<file path="config.mk">
export PLATFORM = sky130hd
export DESIGN_NAME = h3_ones_gen
export DESIGN_NICKNAME = d
export VERILOG_FILES = /design/src/rtl/h3_ones_gen.sv
export SDC_FILE = /design/constraint.sdc
export NUM_CORES = 1
export LEC_CHECK = 0
export BUFFER_PORTS_ARGS = -buffer_cell sky130_fd_sc_hd__buf_2
export CAP_MARGIN = 0
export CELL_PAD_IN_SITES_DETAIL_PLACEMENT = 0
export CELL_PAD_IN_SITES_GLOBAL_PLACEMENT = 1
export CORE_AREA = 8 8 100 102
export CTS_CLUSTER_DIAMETER = 200
export CTS_CLUSTER_SIZE = 12
export DETAILED_ROUTE_END_ITERATION = 16
export DIE_AREA = 0 0 108 110
export PLACE_DENSITY = 0.79
export SLEW_MARGIN = 10
export SYNTH_ARGS = -nofsm -noshare
export SYNTH_HDL_FRONTEND = slang
export SYNTH_SLANG_ARGS = --single-unit
</file>
<file path="constraint.sdc">
create_clock -name clk -period 4.63 [get_ports clk]
set_input_delay 0.463 -clock clk [delete_from_list [all_inputs] [get_ports clk]]
set_output_delay 0.463 -clock clk [all_outputs]
set_load 0.05 [all_outputs]
</file>
<file path="src/rtl/h3_ones_gen.sv">
// h3_ones_gen: builds a 32-bit word holding a wrapped run of N ones
// starting at bit R, one nibble per cycle (8 cycles per result).
//
// Ports:
//   clk, rst             clock, synchronous active-high reset
//   in_valid, in_ready   request handshake (ready only in IDLE)
//   cnt_in[5:0]          requested ones count, saturated to 32
//   rot_in[4:0]          bit position of the first one
//   out_valid, out_ready result handshake (valid only in HOLD)
//   out_word[31:0]       generated word
//   out_cnt[5:0]         saturated count used, popcount(out_word)
//   err                  cnt_in exceeded 32 for this result
module h3_ones_gen (
  input  logic        clk,
  input  logic        rst,
  input  logic        in_valid,
  output logic        in_ready,
  input  logic [5:0]  cnt_in,
  input  logic [4:0]  rot_in,
  output logic        out_valid,
  input  logic        out_ready,
  output logic [31:0] out_word,
  output logic [5:0]  out_cnt,
  output logic        err
);

  typedef enum logic [1:0] {
    IDLE  = 2'd0,
    BUILD = 2'd1,
    HOLD  = 2'd2
  } state_t;

  state_t      state;
  state_t      state_nx;

  logic [2:0]  k;
  logic [5:0]  n;
  logic [4:0]  r;
  logic        e;
  logic [31:0] build;
  logic [3:0]  nib;

  logic        over;
  logic [5:0]  n_sat;
  logic        last;

  assign over  = cnt_in > 6'd32;
  assign n_sat = over ? 6'd32 : cnt_in;
  assign last  = k == 3'd7;

  always_ff @(posedge clk) begin
    if (rst) state <= IDLE;
    else     state <= state_nx;
  end

  always_comb begin
    state_nx  = state;
    in_ready  = 1'b0;
    out_valid = 1'b0;
    unique case (state)
      IDLE: begin
        in_ready = 1'b1;
        if (in_valid) state_nx = BUILD;
      end
      BUILD: begin
        if (last) state_nx = HOLD;
      end
      HOLD: begin
        out_valid = 1'b1;
        if (out_ready) state_nx = IDLE;
      end
      default: state_nx = IDLE;
    endcase
  end

  // Offset of bit p from the run start wraps in 5 bits; the
  // compare is 6-bit so n=32 lights every bit.
  logic [4:0] p;
  logic [4:0] d;

  always_comb begin
    nib = '0;
    p   = '0;
    d   = '0;
    for (int j = 0; j < 4; j++) begin
      p      = {k, 2'(j)};
      d      = p - r;
      nib[j] = {1'b0, d} < n;
    end
  end

  always_ff @(posedge clk) begin
    if (rst) begin
      k        <= '0;
      n        <= '0;
      r        <= '0;
      e        <= 1'b0;
      build    <= '0;
      out_word <= '0;
      out_cnt  <= '0;
      err      <= 1'b0;
    end else begin
      unique case (state)
        IDLE: begin
          if (in_valid) begin
            n     <= n_sat;
            r     <= rot_in;
            e     <= over;
            build <= '0;
            k     <= '0;
          end
        end
        BUILD: begin
          build[{k, 2'b00} +: 4] <= nib;
          k <= k + 3'd1;
          // Top nibble is still combinational on the last
          // cycle, so splice it in directly.
          if (last) begin
            out_word <= {nib, build[27:0]};
            out_cnt  <= n;
            err      <= e;
          end
        end
        default: ;
      endcase
    end
  end

endmodule

</file>
======== After elaboration in Yosys (flattened, before gate mapping) ========
Cells that the tools add are included.
cells by class
  $lt $le $gt $ge ......................... 5
  shift-type cells ........................ 2
  equality and inequality tests ........... 6
  $add $sub $neg .......................... 6
  muxes and demuxes ....................... 12
  reductions and logical operators ........ 6
operator list
  cell                                                  number
  one-hot mux 32 bit (2 select lines)                   1
  bitwise mux 32 bit                                    1
  two-way mux 32 bit                                    1
  variable shift 4 x 7 -> 32 bit, first input constant  1
  variable part select 4 x 7 -> 32 bit                  1
  less-than comparator 5 x 6 -> 1 bit                   4
  subtractor 5 bit                                      4
  negator 5 -> 7 bit                                    1
  greater-than comparator 6 bit, second input constant  1
  two-way mux 2 bit                                     3
  two-way mux 6 bit                                     1
  inequality test 2 bit, second input constant          3
  one-hot mux 2 bit (3 select lines)                    1
  one-hot mux 3 bit (2 select lines)                    1
  AND reduction 2 bit                                   3
  adder 3 x 1 -> 3 bit, second input constant           1
  == test 3 bit, second input constant                  1
  two-way mux 3 bit                                     1
  AND reduction 3 bit                                   1
  == test 2 x 1 -> 1 bit, second input constant         1
  == test 2 bit, second input constant                  1
  logical NOT 2 bit                                     1
  two-way mux 1 bit                                     2
  nonzero test 2 bit                                    1
storage, ports and cells
  bits of input ports ..................... 15
  bits in registers ....................... 88
  output and inout port bits .............. 41
  logic and storage cells ................. 46

======== Depth between registers and ports, before layout ========
Gate-level depths: netlist (run 1).
  depth after elaboration ................. 5
  gate-level depth with buffers ........... 12
  mapped depth without buffers ............ 11

======== Worst setup path after synthesis (run 1) ========
No wires, ideal clock.
  path kind ............................... flip-flop to flip-flop
  start point ............................. register k[0]
  end point ............................... register out_word[28]
  clock period less this slack ............ 2,722 ps
  path buffers ............................ 1
  stages on the path, launching flop included .. 12
  setup slack ............................. 1,908 ps
  required time ........................... 4,552 ps
  setup time .............................. 78 ps
  arrival ................................. 2,644 ps
  cell sequence ........................... dfxtp_1 inv_1 ha_1 clkbuf_1 a21o_1 a21oi_1 xor2_1 ha_1 a22o_1 a41oi_1 nor2_1 nor3_1
on the way
  longest elaborated chain between the ends .. 2
  elaborated cells on any way between the ends .. 4
  those cells by class .................... add/sub (1); order compare (1); eq/ne (1); reduce/logical (1)
ends and longest elaborated chain
  element                                                                     line    source
  start, declared                                                             36      logic [2:0] k;
  start signal, assigned                                                      115     k <= k + 3'd1;
  subtractor 5 bit or == test 3 bit (tied branches)                           87, 49
  less-than comparator 5 x 6 -> 1 bit or AND reduction 2 bit (tied branches)  n/a
  end signal, assigned                                                        119     out_word <= {nib, build[27:0]};
  end, declared                                                               22      output logic [31:0] out_word,
Several ways; a longest one is shown, not always the timed one.
A chain may end at the register's enable or synchronous reset.

======== Worst setup path after layout (run 1) ========
  start point ............................. register k[0]
  end point ............................... register out_word[30]
Same word-level chain as after synthesis.

==> reports/metrics.csv, run 1 <==
metric;value;unit
register area;1680;um^2
Cells after Synth;425;
synthesized net count;471;
ys async rst share;0;%
Worst EP arrival;3.47;ns
Core ar.;8470;um^2
Crit path required time;4.92;ns
Worst Tran Pin Value;0.796;ns
final hold violation count;0;
Synth warnings;0;
CP Cell Sequence;inv_1, ha_1, a21o_1, a21oi_1, xor2_1, ha_1, a22o_1, a41oi_1, nor2_1, nor3_1;
multi-input logic area;1900;um^2
crit path max fanout;9;
residual DRC count;0;
root buffer cell;clkbuf_8;
initial antenna violation count;0;
grt ovf;0;
pins over their slew limit;0;
Die Height;110;um
antenna cell count;0;
pre-CTS setup slack;1.51;ns
final setup fails;0;
clk_skew;0.0115;ns
first-pass GRT wire length;14.7;mm
Slew headroom;46.2;%
fin worst setup slack;1.45;ns
Layout Utilization;50.7;%
minimum clock period;3.18;ns
Clock Path Buffers;2;
Startpoint Class;flop;
Worst-Skew Late Latency;0.36;ns
row cnt;34;
HP Start;rot_in[3];
I/O pins;56;
synthesized flop and latch total;84;
Leakage;0.00177;uW
Avg Synthesized Cell Area;8.78;um^2
final HPWL from detailed placement;6.27;mm
die area;11900;um^2
CTS Hold Buffers Added;0;
CP max stage delay;0.62;ns
final antenna-violating net count;0;
clock-pin slew of the registers on the worst-case setup and hold paths;0.10;ns
Post-Synthesis Cell Area;3730;um^2
layout net count;520;
count of different cell masters after synthesis;41;
VDD IR max;124;uV
DIE WIDTH;108;um
status;finished, final reports clean;
TritonCTS Buffers;9;
vias in the first global route;2962;
vias per inst;5.09;
GPL Wtd Cong;0.886;
Worst Hold Class;in2reg;
commonest cells after routing, fill and taps aside;nand2_1 (96), dfxtp_1 (84), a21oi_1 (63), buf_2 (55), a22o_1 (30);
FMAX;0.315;GHz
R2R Path Start;k[0];
Initial Util;44.1;%
total track usage;15.4;%
Routed WL;8.66;mm
DR vias;2986;
DR WL/cell;14.7;um
CTS tree;yes;
CP endpoint kind;flop;
Pwr per Cell Area;352;nW/um^2
MaxCap Viol Count;0;
crit path max-delay cell type;a41oi_1;
most common cell after layout, fill and taps aside;nand2_1;
largest net degree at the start of global routing;35;
most frequently used flop master after synthesis;dfxtp_1;
crit path from;k[0];
First-pass DRT Iterations;4;
Seq/Total Area, Yosys;45.1;%
layout cell share with drive strength beyond 1;17.1;%
synth-to-layout area growth;15.1;%
RSZ-0062 raised after global routing;false;
post-cts resize count;0;
final hold slack;0.336;ns
post-CTS setup buffer count;0;
CTS HTree Levels;3;
fillcell total;840;
DRT iter0 DRCs;146;
crit path kind;reg2reg;
cell mode on critical path;ha_1;
Tcrit/Tclk final;68.6;%
Sum Neg Setup Slack;0;ns
Post-synth EDFFs;0;
Port Buffers;55;
Clock Sinks;84;
-- worst max-delay path, delay by kind of cell (launching register included) --
kind	cells	cell delay [ns]
AOI/OAI and AO/OA	4	1.24
xor gates and xnor gates	1	0.17
adders and majority gates	2	0.72
buffers and inverters	1	0.18
DFF	1	0.56
and+or+nand+nor	2	0.26
-- sequential cells by signal, indices dropped and copies added (netlist names) --
signal / count
n: 6
state: 2
err: 1
r: 5
out_cnt: 6
out_word: 32
build: 28
k: 3
e: 1
-- final cells by class --
| class | instances | share of cell area, % |
|---|---|---|
| Inverter | 18 | 1.57 |
| Timing Repair Buffer | 58 | 6.94 |
| Clock buffer | 9 | 2.89 |
| Sequential cell | 84 | 39.2 |
| Multi-Input combinational cell | 303 | 44.4 |
| Clock inverter | 7 | 1.90 |
| Tap cell | 108 | 3.15 |
-- metrics by stage --
step	cells	instance area [um^2]	total power, uW
final	587	4290	1510
after global routing	587	4290	1590
after CTS	587	4290	1530
after detailed placement	571	4090	977
after global placement	571	4090	971
after floorplan	425	3730	916
-- synthesized netlist by cell type, drive strengths merged, types with 2 or more instances --
| library cell | instances | share of area, % |
|---|---|---|
| inv | 18 | 1.8 |
| xor2 | 6 | 1.4 |
| nor3 | 7 | 1.2 |
| a41oi | 2 | 0.47 |
| o211ai | 2 | 0.40 |
| a21oi | 63 | 8.5 |
| and2 | 3 | 0.50 |
| buf | 4 | 0.44 |
| nand2b | 3 | 0.50 |
| a22oi | 2 | 0.40 |
| clkbuf | 16 | 1.6 |
| xnor2 | 4 | 0.94 |
| nor2 | 21 | 2.1 |
| nand2 | 96 | 9.7 |
| o21ai | 2 | 0.27 |
| nand3b | 5 | 1.0 |
| a22o | 30 | 7.0 |
| ha | 29 | 9.7 |
| dfxtp | 84 | 45 |
| a21o | 3 | 0.60 |
| nor2b | 6 | 1.0 |
| fa | 2 | 1.1 |
-- logic make-up after synthesis --
logic type,Yosys count,synth area share [%]
DFF,84,45.1
buffers and inverters,38,3.86
adders and majority gates,31,10.8
AOI/OAI and AO/OA,113,19.8
and+or+nand+nor,149,18.1
xor gates and xnor gates,10,2.35
-- routing by layer --
| metal | track usage (%) | share of wire [%] |
|---|---|---|
| met5 | 0 | 0 |
| met2 | 24.3 | 45 |
| met3 | 3.78 | 4.8 |
| met1 | 19.8 | 48 |
| met4 | 6.05 | 1.3 |
-- power by group --
| group | switching, uW | internal, uW | leakage [uW] |
|---|---|---|---|
| sequential | 11.5 | 731 | 0.000679 |
| clock | 289 | 258 | 0.000106 |
| combinational | 139 | 80.6 | 0.000984 |
-- worst paths after layout --
kind	slack, ns	cells after the start	endpoint
min	0.34	3	r[3]
max	1.45	10	out_word[30]
max reg2reg	1.45	10	out_word[30]
min reg2reg	0.45	2	out_word[10]
Note: power is estimated with default switching activity, not from simulation.
==> run 2, diff against run 1 <==
CORE_AREA = 8 8 109 111   (was 8 8 100 102)
DIE_AREA = 0 0 117 119   (was 0 0 108 110)
PLACE_DENSITY = 0.7   (was 0.79)
clock period = 2.6 ns   (was 4.63 ns; I/O delays follow)
==> run 2 against run 1 <==
  * Global-route usage fell by 1.5 points
  * Design area is 3.6% higher
  * Maximum frequency rose by 30%
  * Sequential share of layout area is 1.3 points lower
  * Clock-buffer cell count up 1
  * Highest routed layer unchanged
==> reports/metrics.csv, run 2 (same netlist as run 1, synthesis figures left out) <==
metric;value;unit;change
status;finished, final reports clean;;
R2R Path Start;r[1];;
Sw Ratio;29.0;%;-0.18 points
RSZ-0062 raised after global routing;false;;
Leakage;0.00180;uW;+2.0%
CP Cell Sequence;inv_1, fa_1, a21oi_1, xnor2_1, ha_1, nor2b_1, a22o_1, a41oi_4, buf_4, a22o_1;;
largest net degree at the start of global routing;52;;+49%
Slew headroom;62.0;%;+16 points
placed cell areas;4200;um^2;+2.8%
CTS tree;yes;;
Clock Power Share;34.6;%;-1.6 points
initial antenna violation count;0;;unchanged
Sum Neg Setup Slack;0;ns;unchanged
commonest cells after routing, fill and taps aside;nand2_1 (96), dfxtp_1 (82), a21oi_1 (63), buf_2 (55), a22o_1 (30);;
R2R depth;10;;unchanged
DR vias;3095;;+3.7%
I/O pins;56;;unchanged
Startpoint Class;flop;;
GR met2 Demand/Resource;22.4;%;-1.9 points
GPL Wtd Cong;0.836;;-5.7%
minimum clock period;2.45;ns;-0.727 ns
pins over their slew limit;0;;unchanged
Tcrit/Tclk final;94.2;%;+26 points
HP Start;rot_in[3];;
Core ar.;10100;um^2;+19%
crit path max-delay cell type;fa_1;;
vias in the first global route;3249;;+9.7%
layout cell share with drive strength beyond 1;19.7;%;+2.6 points
CP max stage delay;0.46;ns;-0.16 ns
GRT met1 Usage;16.8;%;-3.0 points
DRT iter0 DRCs;110;;-25%
First-pass DRT Iterations;4;;unchanged
crit path kind;reg2reg;;
Die Height;119;um;+8.2%
first-pass GRT wire length;15.4;mm;+5.2%
Port Buffers;55;;unchanged
WHS Endpoint;r[3];;
cell mode on critical path;a22o_1;;
final hold violation count;0;;unchanged
Layout Utilization;44.0;%;-6.7 points
Int Pwr;1950;uW;+83%
DIE WIDTH;117;um;+8.3%
most common cell after layout, fill and taps aside;nand2_1;;
root buffer cell;clkbuf_8;;
CP endpoint kind;flop;;
Worst Tran Pin Value;0.565;ns;-0.231 ns
Clock Path Buffers;2;;unchanged
clock-pin slew of the registers on the worst-case setup and hold paths;0.09;ns;about the same
clk_skew;0.0109;ns;-0.000529 ns
residual DRC count;0;;unchanged
Clock Sinks;84;;unchanged
synth-to-layout area growth;19.2;%;
flop2flop setup slack;0.15;ns;-1.30 ns
Top Registers;out_word (32), build (28);;
Pwr per Cell Area;619;nW/um^2;+76%
FMAX;0.408;GHz;+30%
TritonCTS Buffers;9;;unchanged
layout net count;528;;+1.5%
final HPWL from detailed placement;6.78;mm;+8.1%
reg2reg end;build[14];;
total track usage;13.9;%;-1.5 points
Worst-Skew Late Latency;0.36;ns;about the same
Routed WL;9.21;mm;+6.4%
VDD IR max;205;uV;+65%
Worst EP arrival;2.75;ns;-0.72 ns
NetSw;797;uW;+81%
Worst Hold Class;in2reg;;
DR WL/cell;14.8;um;+0.22%
Crit path required time;2.90;ns;-2.02 ns
Combinational Power Share;17.4;%;+2.8 points
gr busiest metal;met2;;
worst path bufs/invs;2;;+1
final setup fails;0;;unchanged
CP top delay family;compound AO/OA/AOI/OAI gates;;
grt ovf;0;;unchanged
max reg flops;32;;unchanged
MaxCap Viol Count;0;;unchanged
crit path max fanout;5;;-4
hold path cells;3;;unchanged
GR Util met3;3.94;%;+0.16 points
CTS HTree Levels;3;;unchanged
Reg with most FFs;out_word;;
Initial Util;37.0;%;-7.1 points
die area;13900;um^2;+17%
fillcell total;1028;;+22%
row cnt;37;;+8.8%
antenna cell count;0;;unchanged
vias per inst;4.97;;-2.3%
final instance area;4440;um^2;+3.6%
final antenna-violating net count;0;;unchanged
crit path from;r[1];;
CTS Hold Buffers Added;0;;unchanged
sequential power share;48.0;%;-1.2 points
[run 2: cell count changes in the layout (fill, tap and decap cells not counted), sizes merged]
cell / before / now
buf: 58 / 66
clkinv: 3 / 0
clkinvlp: 0 / 3
clkbuf: 9 / 10
inv: 21 / 20
[run 2: worst max-delay path by stage]
| stage | endpoint | slack, ns | cells past startpoint |
|---|---|---|---|
| CTS | out_word[29] | 0.001 | 8 |
| global placement | out_word[29] | 0.07 | 8 |
| floorplan | out_word[28] | 0.1 | 11 |
| detailed placement | out_word[29] | 0.008 | 8 |
| global route | build[14] | 0.02 | 10 |
| finish | build[14] | 0.15 | 10 |
[run 2: layout make-up]
type | count | area, um^2 | share of cell area, %
clock buffers | 10 | 128 | 2.87
clock inverters | 6 | 72.6 | 1.63
well taps | 136 | 170 | 3.83
inverters | 18 | 67.6 | 1.52
multi-input cells | 303 | 1950 | 43.9
repair buffers | 66 | 370 | 8.33
flip-flops and latches | 84 | 1680 | 37.9
[run 2: power groups by stage]
stage	clock network (uW)	registers, uW	logic, uW
floorplan	0	1350	298
global placement	0	1350	442
detailed placement	0	1350	448
CTS	988	1320	463
global route	1040	1320	538
finish	950	1320	480
[run 2: worst register-to-register path: cells and delay by family (launching register included)]
kind	cells	cell delay (ns)
xor gates and xnor gates	1	0.10
DFF	1	0.38
buffers and inverters	2	0.33
and+or+nand+nor	1	0.12
AOI/OAI and AO/OA	4	0.81
adders and majority gates	2	0.64
[run 2: per-layer routing]
layer	vias up	part of all wire, %
li1	1573	-
met1	1440	46
met2	62	46
met3	20	4.8
met4	0	2.8
met5	-	0
[run 2: metrics by stage]
step                hold WS, ns  power (uW)  worst slack (ns)  instances
floorplan                 0.396        1640            0.0999        425
global placement          0.441        1790            0.0662        606
detailed placement        0.444        1800           0.00771        606
CTS                       0.114        2770           0.00146        623
global route              0.135        2900            0.0231        623
finish                    0.133        2750             0.150        623
[run 2: what timing repair did]
item / 4_1_cts / 5_1_grt
resized for setup: 0 / 6
endpoints found under the hold margin: 0 / 0
setup endpoints to repair: 1 / 16
pin swaps: 1 / 1
gates cloned: 0 / 0
buffers inserted: 1 / 0
